**src/rtl/mux_arb_pkg.sv**
```systemverilog
// Shared definitions for the mux select round-robin arbiter: channel count,
// select index width, FSM state encoding and index-to-one-hot conversion.
package mux_arb_pkg;

    localparam int NUM_CH = 4;
    localparam int IDX_W  = 2;

    typedef enum logic {
        ST_IDLE  = 1'b0,
        ST_GRANT = 1'b1
    } arb_state_e;

    function automatic logic [NUM_CH-1:0] idx_to_onehot(input logic [IDX_W-1:0] idx);
        logic [NUM_CH-1:0] oh;
        oh      = '0;
        oh[idx] = 1'b1;
        return oh;
    endfunction

endpackage

```
**src/rtl/mux_sel_rr_arbiter_rr_pick.sv**
```systemverilog
// Combinational round-robin pick: first set request searching ptr+1, ptr+2,
// ptr+3, ptr (mod 4). The result is registered by the arbiter top.
module rr_pick
    import mux_arb_pkg::*;
(
    input  logic [3:0] req,
    input  logic [1:0] ptr,
    output logic [1:0] idx,
    output logic       any
);

    logic [IDX_W-1:0] cand;
    logic             found;

    always_comb begin
        idx   = '0;
        found = 1'b0;
        cand  = '0;
        // i == NUM_CH wraps back to ptr itself, giving the last owner lowest priority
        for (int unsigned i = 1; i <= NUM_CH; i++) begin
            cand = ptr + IDX_W'(i);
            if (!found && req[cand]) begin
                idx   = cand;
                found = 1'b1;
            end
        end
    end

    assign any = found;

endmodule

```
**src/rtl/mux_sel_rr_arbiter.sv**
```systemverilog
// Round-robin select generator driving the 4:1 mux selects, with one idle
// cycle per handoff. Optional forced release after MAX_HOLD cycles: ARB_TIMEOUT_EN.
module mux_sel_rr_arbiter #(
    parameter int NUM_CH   = 4,
    parameter int MAX_HOLD = 8,
    parameter int CNT_W    = 4
) (
    input  logic       clk,
    input  logic       rst,
    input  logic [3:0] req,
    input  logic       done,
    output logic [3:0] grant,
    output logic       valid,
    output logic       sel1,
    output logic       sel0,
    output logic       timeout
);

    import mux_arb_pkg::*;

    if (NUM_CH != mux_arb_pkg::NUM_CH) begin : g_bad_num_ch
        $error("mux_sel_rr_arbiter: NUM_CH must be 4");
    end
    if (MAX_HOLD < 2 || MAX_HOLD > 16) begin : g_bad_max_hold
        $error("mux_sel_rr_arbiter: MAX_HOLD must be in 2..16");
    end
    if ((2 ** CNT_W) < MAX_HOLD) begin : g_bad_cnt_w
        $error("mux_sel_rr_arbiter: CNT_W too narrow for MAX_HOLD");
    end

    arb_state_e       state_q, state_d;
    logic [3:0]       grant_q, grant_d;
    logic             valid_q, valid_d;
    logic [IDX_W-1:0] sel_q, sel_d;
    logic [IDX_W-1:0] ptr_q, ptr_d;
    logic [IDX_W-1:0] pick_idx;
    logic             pick_any;
    logic             rel;
    logic             rel_any;
`ifdef ARB_TIMEOUT_EN
    logic [CNT_W-1:0] cnt_q, cnt_d;
    logic             timeout_q, timeout_d;
    logic             force_rel;
`endif

    rr_pick u_rr_pick (
        .req (req),
        .ptr (ptr_q),
        .idx (pick_idx),
        .any (pick_any)
    );

    always_comb begin
        state_d = state_q;
        grant_d = grant_q;
        valid_d = valid_q;
        sel_d   = sel_q;
        ptr_d   = ptr_q;
        rel     = 1'b0;
        rel_any = 1'b0;
`ifdef ARB_TIMEOUT_EN
        cnt_d     = cnt_q;
        timeout_d = 1'b0;
        force_rel = 1'b0;
`endif
        case (state_q)
            ST_IDLE: begin
                if (pick_any) begin
                    state_d = ST_GRANT;
                    grant_d = idx_to_onehot(pick_idx);
                    valid_d = 1'b1;
                    sel_d   = pick_idx;
`ifdef ARB_TIMEOUT_EN
                    cnt_d   = '0;
`endif
                end
            end
            ST_GRANT: begin
                rel     = done | ~req[sel_q];
                rel_any = rel;
`ifdef ARB_TIMEOUT_EN
                // forced release fires only when the owner would otherwise keep the mux
                force_rel = !rel && (cnt_q == CNT_W'(MAX_HOLD - 1));
                cnt_d     = cnt_q + CNT_W'(1);
                timeout_d = force_rel;
                rel_any   = rel | force_rel;
`endif
                if (rel_any) begin
                    state_d = ST_IDLE;
                    grant_d = '0;
                    valid_d = 1'b0;
                    ptr_d   = sel_q;
                end
            end
            default: state_d = ST_IDLE;
        endcase
    end

    always_ff @(posedge clk) begin
        if (rst) begin
            state_q <= ST_IDLE;
            grant_q <= '0;
            valid_q <= 1'b0;
            sel_q   <= '0;
            ptr_q   <= IDX_W'(NUM_CH - 1);
`ifdef ARB_TIMEOUT_EN
            cnt_q     <= '0;
            timeout_q <= 1'b0;
`endif
        end else begin
            state_q <= state_d;
            grant_q <= grant_d;
            valid_q <= valid_d;
            sel_q   <= sel_d;
            ptr_q   <= ptr_d;
`ifdef ARB_TIMEOUT_EN
            cnt_q     <= cnt_d;
            timeout_q <= timeout_d;
`endif
        end
    end

    assign grant = grant_q;
    assign valid = valid_q;
    assign sel1  = sel_q[1];
    assign sel0  = sel_q[0];
`ifdef ARB_TIMEOUT_EN
    assign timeout = timeout_q;
`else
    assign timeout = 1'b0;
`endif

endmodule

```
**config.mk**
```make
export PLATFORM = sky130hd
export DESIGN_NAME = mux_sel_rr_arbiter
export DESIGN_NICKNAME = d
export VERILOG_FILES = /design/src/rtl/mux_arb_pkg.sv /design/src/rtl/mux_sel_rr_arbiter_rr_pick.sv /design/src/rtl/mux_sel_rr_arbiter.sv
export SDC_FILE = /design/constraint.sdc
export NUM_CORES = 1
export LEC_CHECK = 0
export ABC_AREA = 1
export BUFFER_PORTS_ARGS = -buffer_cell sky130_fd_sc_hd__buf_2
export CELL_PAD_IN_SITES_DETAIL_PLACEMENT = 1
export CELL_PAD_IN_SITES_GLOBAL_PLACEMENT = 2
export CORE_UTILIZATION = 31
export CTS_BUF_LIST = sky130_fd_sc_hd__clkbuf_2
export DETAILED_ROUTE_END_ITERATION = 16
export PLACE_DENSITY = 0.92
export SLEW_MARGIN = 20
export SYNTH_ARGS = -nofsm -noshare
export SYNTH_HDL_FRONTEND = slang
export SYNTH_SLANG_ARGS = --single-unit
```
**constraint.sdc**
```tcl
create_clock -name clk -period 3.1 [get_ports clk]
set_input_delay 0.465 -clock clk [delete_from_list [all_inputs] [get_ports clk]]
set_output_delay 0.465 -clock clk [all_outputs]
set_load 0.01 [all_outputs]
```
Word-level counts from Yosys, hierarchy flattened. Cells that the tools add are included.

Add/subtract/negate cells: 3. $lt $le $gt $ge: 7. Eq/ne operators: 2. Mux-type cells: 29. Bitwise operators: 3. Reduce and logical (&&, ||, !) cells: 10.

Operators with widths (count): 2-bit by 3-bit less-than comparator with 1-bit output, second input constant (6); 1-bit two-way mux (14); 1-bit binary-select mux with 2-bit select (5); 2-bit two-way mux (4); 4-bit two-way mux (2); 4-bit one-hot mux with 2 select lines (1); 2-bit AND reduction (3); 2-bit adder, second input constant (2); 1-bit logical AND (4); 1-bit one-hot mux with 2 select lines (2); 1-bit logical NOT (3); 2-bit by 1-bit adder with 2-bit output, second input constant (1); 1-bit demux with 2-bit select (1); 2-bit by 1-bit >= comparator with 1-bit output, second input constant (1); 2-bit by 1-bit != test with 1-bit output, second input constant (1); 2-bit != test, second input constant (1); 1-bit NOT (2); 1-bit OR (1).

Flip-flop bits (word level): 10. Logic and storage cells: 59.

Depth between registers and ports, before layout.
Depth after elaboration: 19. Depth in mapped cells: 14.

Cells and area by module. Synthesis repeated with hierarchy kept, for this count alone.

Cells, all modules: 109. Area total of the unflattened synthesis: 714.4 um^2.

By module, submodules not included: mux_sel_rr_arbiter (times used 1, cells an instance 57, area each 442.9 um^2, seq. area each 200.2 um^2); rr_pick (times used 1, cells an instance 52, area each 271.5 um^2, seq. area each 0.0 um^2).

Worst setup path after synthesis. No wires, ideal clock.

Kind: reg-to-reg. Start point: register ptr_q[0]. End point: register valid_q, in the netlist valid. Arrival: 1.348 ns. Data required time: 2.985 ns. Setup slack: 1.637 ns. Stages on the path, launching flop included: 13. Path buffers: 2. Period minus slack after synthesis: 1.463 ns. Path through: dfxtp_1 buf_6 inv_4 buf_6 nand2_2 nand2_2 nand2_4 nand2_4 nor2_4 nand3b_2 nand2_4 inv_2 o21a_1.

Longest elaborated chain between the ends: 15. Elaborated cells between the ends (all ways): 23.

RTL lines: start, declared (line mux_sel_rr_arbiter.sv:35) `logic [IDX_W-1:0] ptr_q, ptr_d;`; start signal, assigned (line mux_sel_rr_arbiter.sv:105) `ptr_q <= IDX_W'(NUM_CH - 1);`; start signal, assigned (line mux_sel_rr_arbiter.sv:115) `ptr_q <= ptr_d;`; 2-bit by 1-bit adder with 2-bit output (line mux_sel_rr_arbiter_rr_pick.sv:21) `cand = ptr + IDX_W'(i);`; 1-bit binary-select mux with 2-bit select (line mux_sel_rr_arbiter_rr_pick.sv:22) `if (!found && req[cand]) begin`; 1-bit two-way mux (not written as such) (line mux_sel_rr_arbiter_rr_pick.sv:22); 1-bit two-way mux (line mux_sel_rr_arbiter_rr_pick.sv:22); 1-bit logical NOT (line mux_sel_rr_arbiter_rr_pick.sv:22); 1-bit logical AND (line mux_sel_rr_arbiter_rr_pick.sv:22); 1-bit two-way mux (line mux_sel_rr_arbiter_rr_pick.sv:22); 1-bit logical NOT (line mux_sel_rr_arbiter_rr_pick.sv:22); 1-bit logical AND (line mux_sel_rr_arbiter_rr_pick.sv:22); 1-bit two-way mux (line mux_sel_rr_arbiter_rr_pick.sv:22); 1-bit logical NOT (line mux_sel_rr_arbiter_rr_pick.sv:22); 1-bit logical AND (line mux_sel_rr_arbiter_rr_pick.sv:22); 1-bit two-way mux (*) (line mux_sel_rr_arbiter_rr_pick.sv:22); 2-bit != test (no source line) (*); 2-bit AND reduction (no source line) (*); end signal, assigned (line mux_sel_rr_arbiter.sv:113) `valid_q <= valid_d;`; end, declared (line mux_sel_rr_arbiter.sv:33) `logic valid_q, valid_d;`.

Every way passes the cells marked *; elsewhere a longest branch is shown, timed or not. The select of a mux whose other input is x is not followed. A chain may end at the register's enable or synchronous reset.

Worst setup path after layout.
Start point: register ptr_q[0]. End point: register sel_q[0].

Longest elaborated chain between the ends: 14. Elaborated cells between the ends (all ways): 26.

RTL lines: 2-bit by 1-bit adder with 2-bit output (line mux_sel_rr_arbiter_rr_pick.sv:21); 1-bit binary-select mux with 2-bit select (line mux_sel_rr_arbiter_rr_pick.sv:22); 1-bit two-way mux (not written as such) (line mux_sel_rr_arbiter_rr_pick.sv:22); 1-bit two-way mux (line mux_sel_rr_arbiter_rr_pick.sv:22); 1-bit logical NOT (line mux_sel_rr_arbiter_rr_pick.sv:22); 1-bit logical AND (line mux_sel_rr_arbiter_rr_pick.sv:22); 1-bit two-way mux (line mux_sel_rr_arbiter_rr_pick.sv:22); 1-bit logical NOT (line mux_sel_rr_arbiter_rr_pick.sv:22); 1-bit logical AND (line mux_sel_rr_arbiter_rr_pick.sv:22); 1-bit two-way mux (line mux_sel_rr_arbiter_rr_pick.sv:22); 1-bit logical NOT (line mux_sel_rr_arbiter_rr_pick.sv:22); 1-bit logical AND (line mux_sel_rr_arbiter_rr_pick.sv:22); 1-bit two-way mux (line mux_sel_rr_arbiter_rr_pick.sv:22); 2-bit AND reduction (no source line); end signal, assigned (line mux_sel_rr_arbiter.sv:114) `sel_q <= sel_d;`; end, declared (line mux_sel_rr_arbiter.sv:34) `logic [IDX_W-1:0] sel_q, sel_d;`.

Parallel ways exist; a longest one is shown, timed or not. The select of a mux whose other input is x is not followed.

==> reports/metrics.cfg <==
[die]
rows=17
start_util_pct=32.7
die_x_um=50.1
core_area_um2=2190
dieArea_um2=2510
num_io_pins=15
dieHeight_um=50.1

[worst_setup_path]
arrival_ns=1.91
r2r_setup_slack_ns=1.33
worst-setup-path-type=reg -> reg
startpoint_type=register
crit_fanout=11
endpoint_kind=register
required_ns=3.24

[route]
via_per_inst=4.75
wl_um=1810
ant_nets=0
post_drt_wl_per_cell_um=12.0
remaining_drc_errors=0
dr.pass1.iters=4
via_count=712
drt_first_iter_violations=2

[timing]
clock_skew_ns=0.00106
setup_tns_ns=0
min_period_ns=1.77
worst_slack_ns=1.33
finalCritPeriodShare_pct=57.2
fmax_mhz=564
finalHoldViolations=0
setup_viol=0
rsz0062_at_grt=false
final_max_slew_viol_count=0

[clock_network]
cts.htree.levels=1
insertion_delay_ns=0.24
post_cts_buffers=0
cts_root_buf=clkbuf_2
cts_resized=0
cts_buffers=3
ctsHoldBuffers=0
cts_buffer_depth=2
cts_tree=done
cts.clk_slew.worst_paths_ns=0.09
cts.sinks=10

[synthesis]
synth_area_um2=717
synthCells=109
synth_nets=116
seq_area_frac_synth_pct=27.9
yosys_warnings=0
ys_seq_elements=10
synth_top_cell_by_area=dfxtp_1
yosysTopAreaCellShare_pct=27.9
yosysUniqueCellTypes=22
avgSynthCellArea_um2=6.58
synth_area_leaders=dfxtp_1 (28%), nand2_1 (17%), nand3_1 (8.4%), nand2_2 (7.0%), inv_1 (5.8%)

[outcome]
outcome=finished, final reports clean

[layout]
diodes=0
utilization_pct=36.6
area_delta_synth_final_pct=11.9
layout_commonest_cell=nand2_1
drive_gt1_share_pct=27.9
final_cell_mix=nand2_1 (32), buf_2 (13), nand3_1 (12)
finish.net_count=131

[placement]
gp_congestion=0.746
port_buffers=13
dp_slack_ns=1.34
hpwl_um=1510

[global_route]
grt_max_degree=12
grt_pass1_vias=707
grt_overflow=0
grt_pass1_wl_um=3110
grt_antenna_before_repair=0
grt.total_usage_pct=16.2

[run]
maxCapViolCount=0

[power_and_ir_drop]
power_density_nw_per_um2=873
seqPwrFrac_pct=31.4
leakagePower_nw=0.418
ir_drop_mv=0.377
sw_frac_of_total_pct=51.2
pwr-share-comb_pct=59.0
finalPower_w=0.000700
intPower_w=0.000341
p_clk_share_pct=9.6
netSwitchingPower_w=0.000359

[min_path]
hold_class=in -> reg

[sequential cells by signal (all words and copies together) (netlist names)]
signal / count
grant: 4
ptr_q: 2
sel_q: 2
state_q: 1
valid: 1
[per-layer routing]
metal | track usage, % | routed length (um) | up-vias | part of all wire [%]
li1 | - | - | 376 | -
met1 | 19.8 | 867 | 329 | 48
met2 | 27.8 | 888 | 7 | 49
met3 | 5.56 | 49 | 0 | 2.7
met4 | 1.43 | 0 | 0 | 0
met5 | 0 | 0 | - | 0
[critical path, stage by stage (launching register included)]
cell and delay (ns):
dfxtp_1 0.53, inv_4 0.12, nand2_1 0.09, nand2_1 0.11
nand2_4 0.11, nand2_4 0.06, nor2_4 0.11, nand3b_2 0.12
nand2_4 0.14, nor2_4 0.06, a21oi_1 0.15, nor2_1 0.06
[power by group through the flow]
stage                     Combinational [W]  Clock [W]  Sequential, W
after floorplan                    0.000319          0       0.000221
after global placement             0.000399          0       0.000218
after detailed placement           0.000417          0       0.000222
after CTS                          0.000418  0.0000701       0.000219
after global routing               0.000465  0.0000787       0.000226
final                              0.000413  0.0000670       0.000220
[cell families (layout without fill, tap and decap cells)]
logic type	Yosys count	in the layout	synth area share, %
flip-flops	10	10	27.9
AND/OR/NAND/NOR	66	66	47.8
other	1	1	0.523
AO/OA/AOI/OAI	15	15	11.9
buffers and inverters	17	30	11.9
[through the flow]
stage / std cells / cell area [um2] / hold slack (ns)
floorplan: 109 / 717 / 0.465
global placement: 147 / 787 / 0.448
detailed placement: 147 / 787 / 0.453
CTS: 150 / 802 / 0.452
global route: 150 / 802 / 0.442
finish: 150 / 802 / 0.459
[cell type report]
| cell class | instances | area [um2] |
|---|---|---|
| Fill cell | 300 | 1390 |
| Multi-Input combinational cell | 82 | 432 |
| Sequential cell | 10 | 200 |
| Timing Repair Buffer | 13 | 65.1 |
| Inverter | 14 | 55.1 |
| Tap cell | 28 | 35.0 |
| Clock buffer | 3 | 15.0 |
[path summary, 6_finish.rpt]
| check | start | endpoint | cells after the start |
|---|---|---|---|
| max | ptr_q[0] | sel_q[0] | 11 |
| min reg2reg | valid | valid | 1 |
| min | rst | grant[1] | 2 |
| max reg2reg | ptr_q[0] | sel_q[0] | 11 |
[synth_stat cells]
| library cell | n |
|---|---|
| nor2_1 | 4 |
| nand3b_1 | 1 |
| a21oi_1 | 8 |
| nand2_4 | 3 |
| conb_1 | 1 |
| o21ai_0 | 2 |
| o211ai_1 | 3 |
| nand3_2 | 1 |
| nand4_1 | 2 |
| nand3_1 | 12 |
| o21a_1 | 1 |
| inv_1 | 11 |
| nor2_4 | 2 |
| o21ai_1 | 1 |
| inv_4 | 1 |
| dfxtp_1 | 10 |
| buf_6 | 2 |
| nand2_1 | 32 |
| inv_2 | 2 |
| nand3b_2 | 1 |
| buf_4 | 1 |
| nand2_2 | 8 |
No activity file was read; power rests on OpenSTA's default activity.
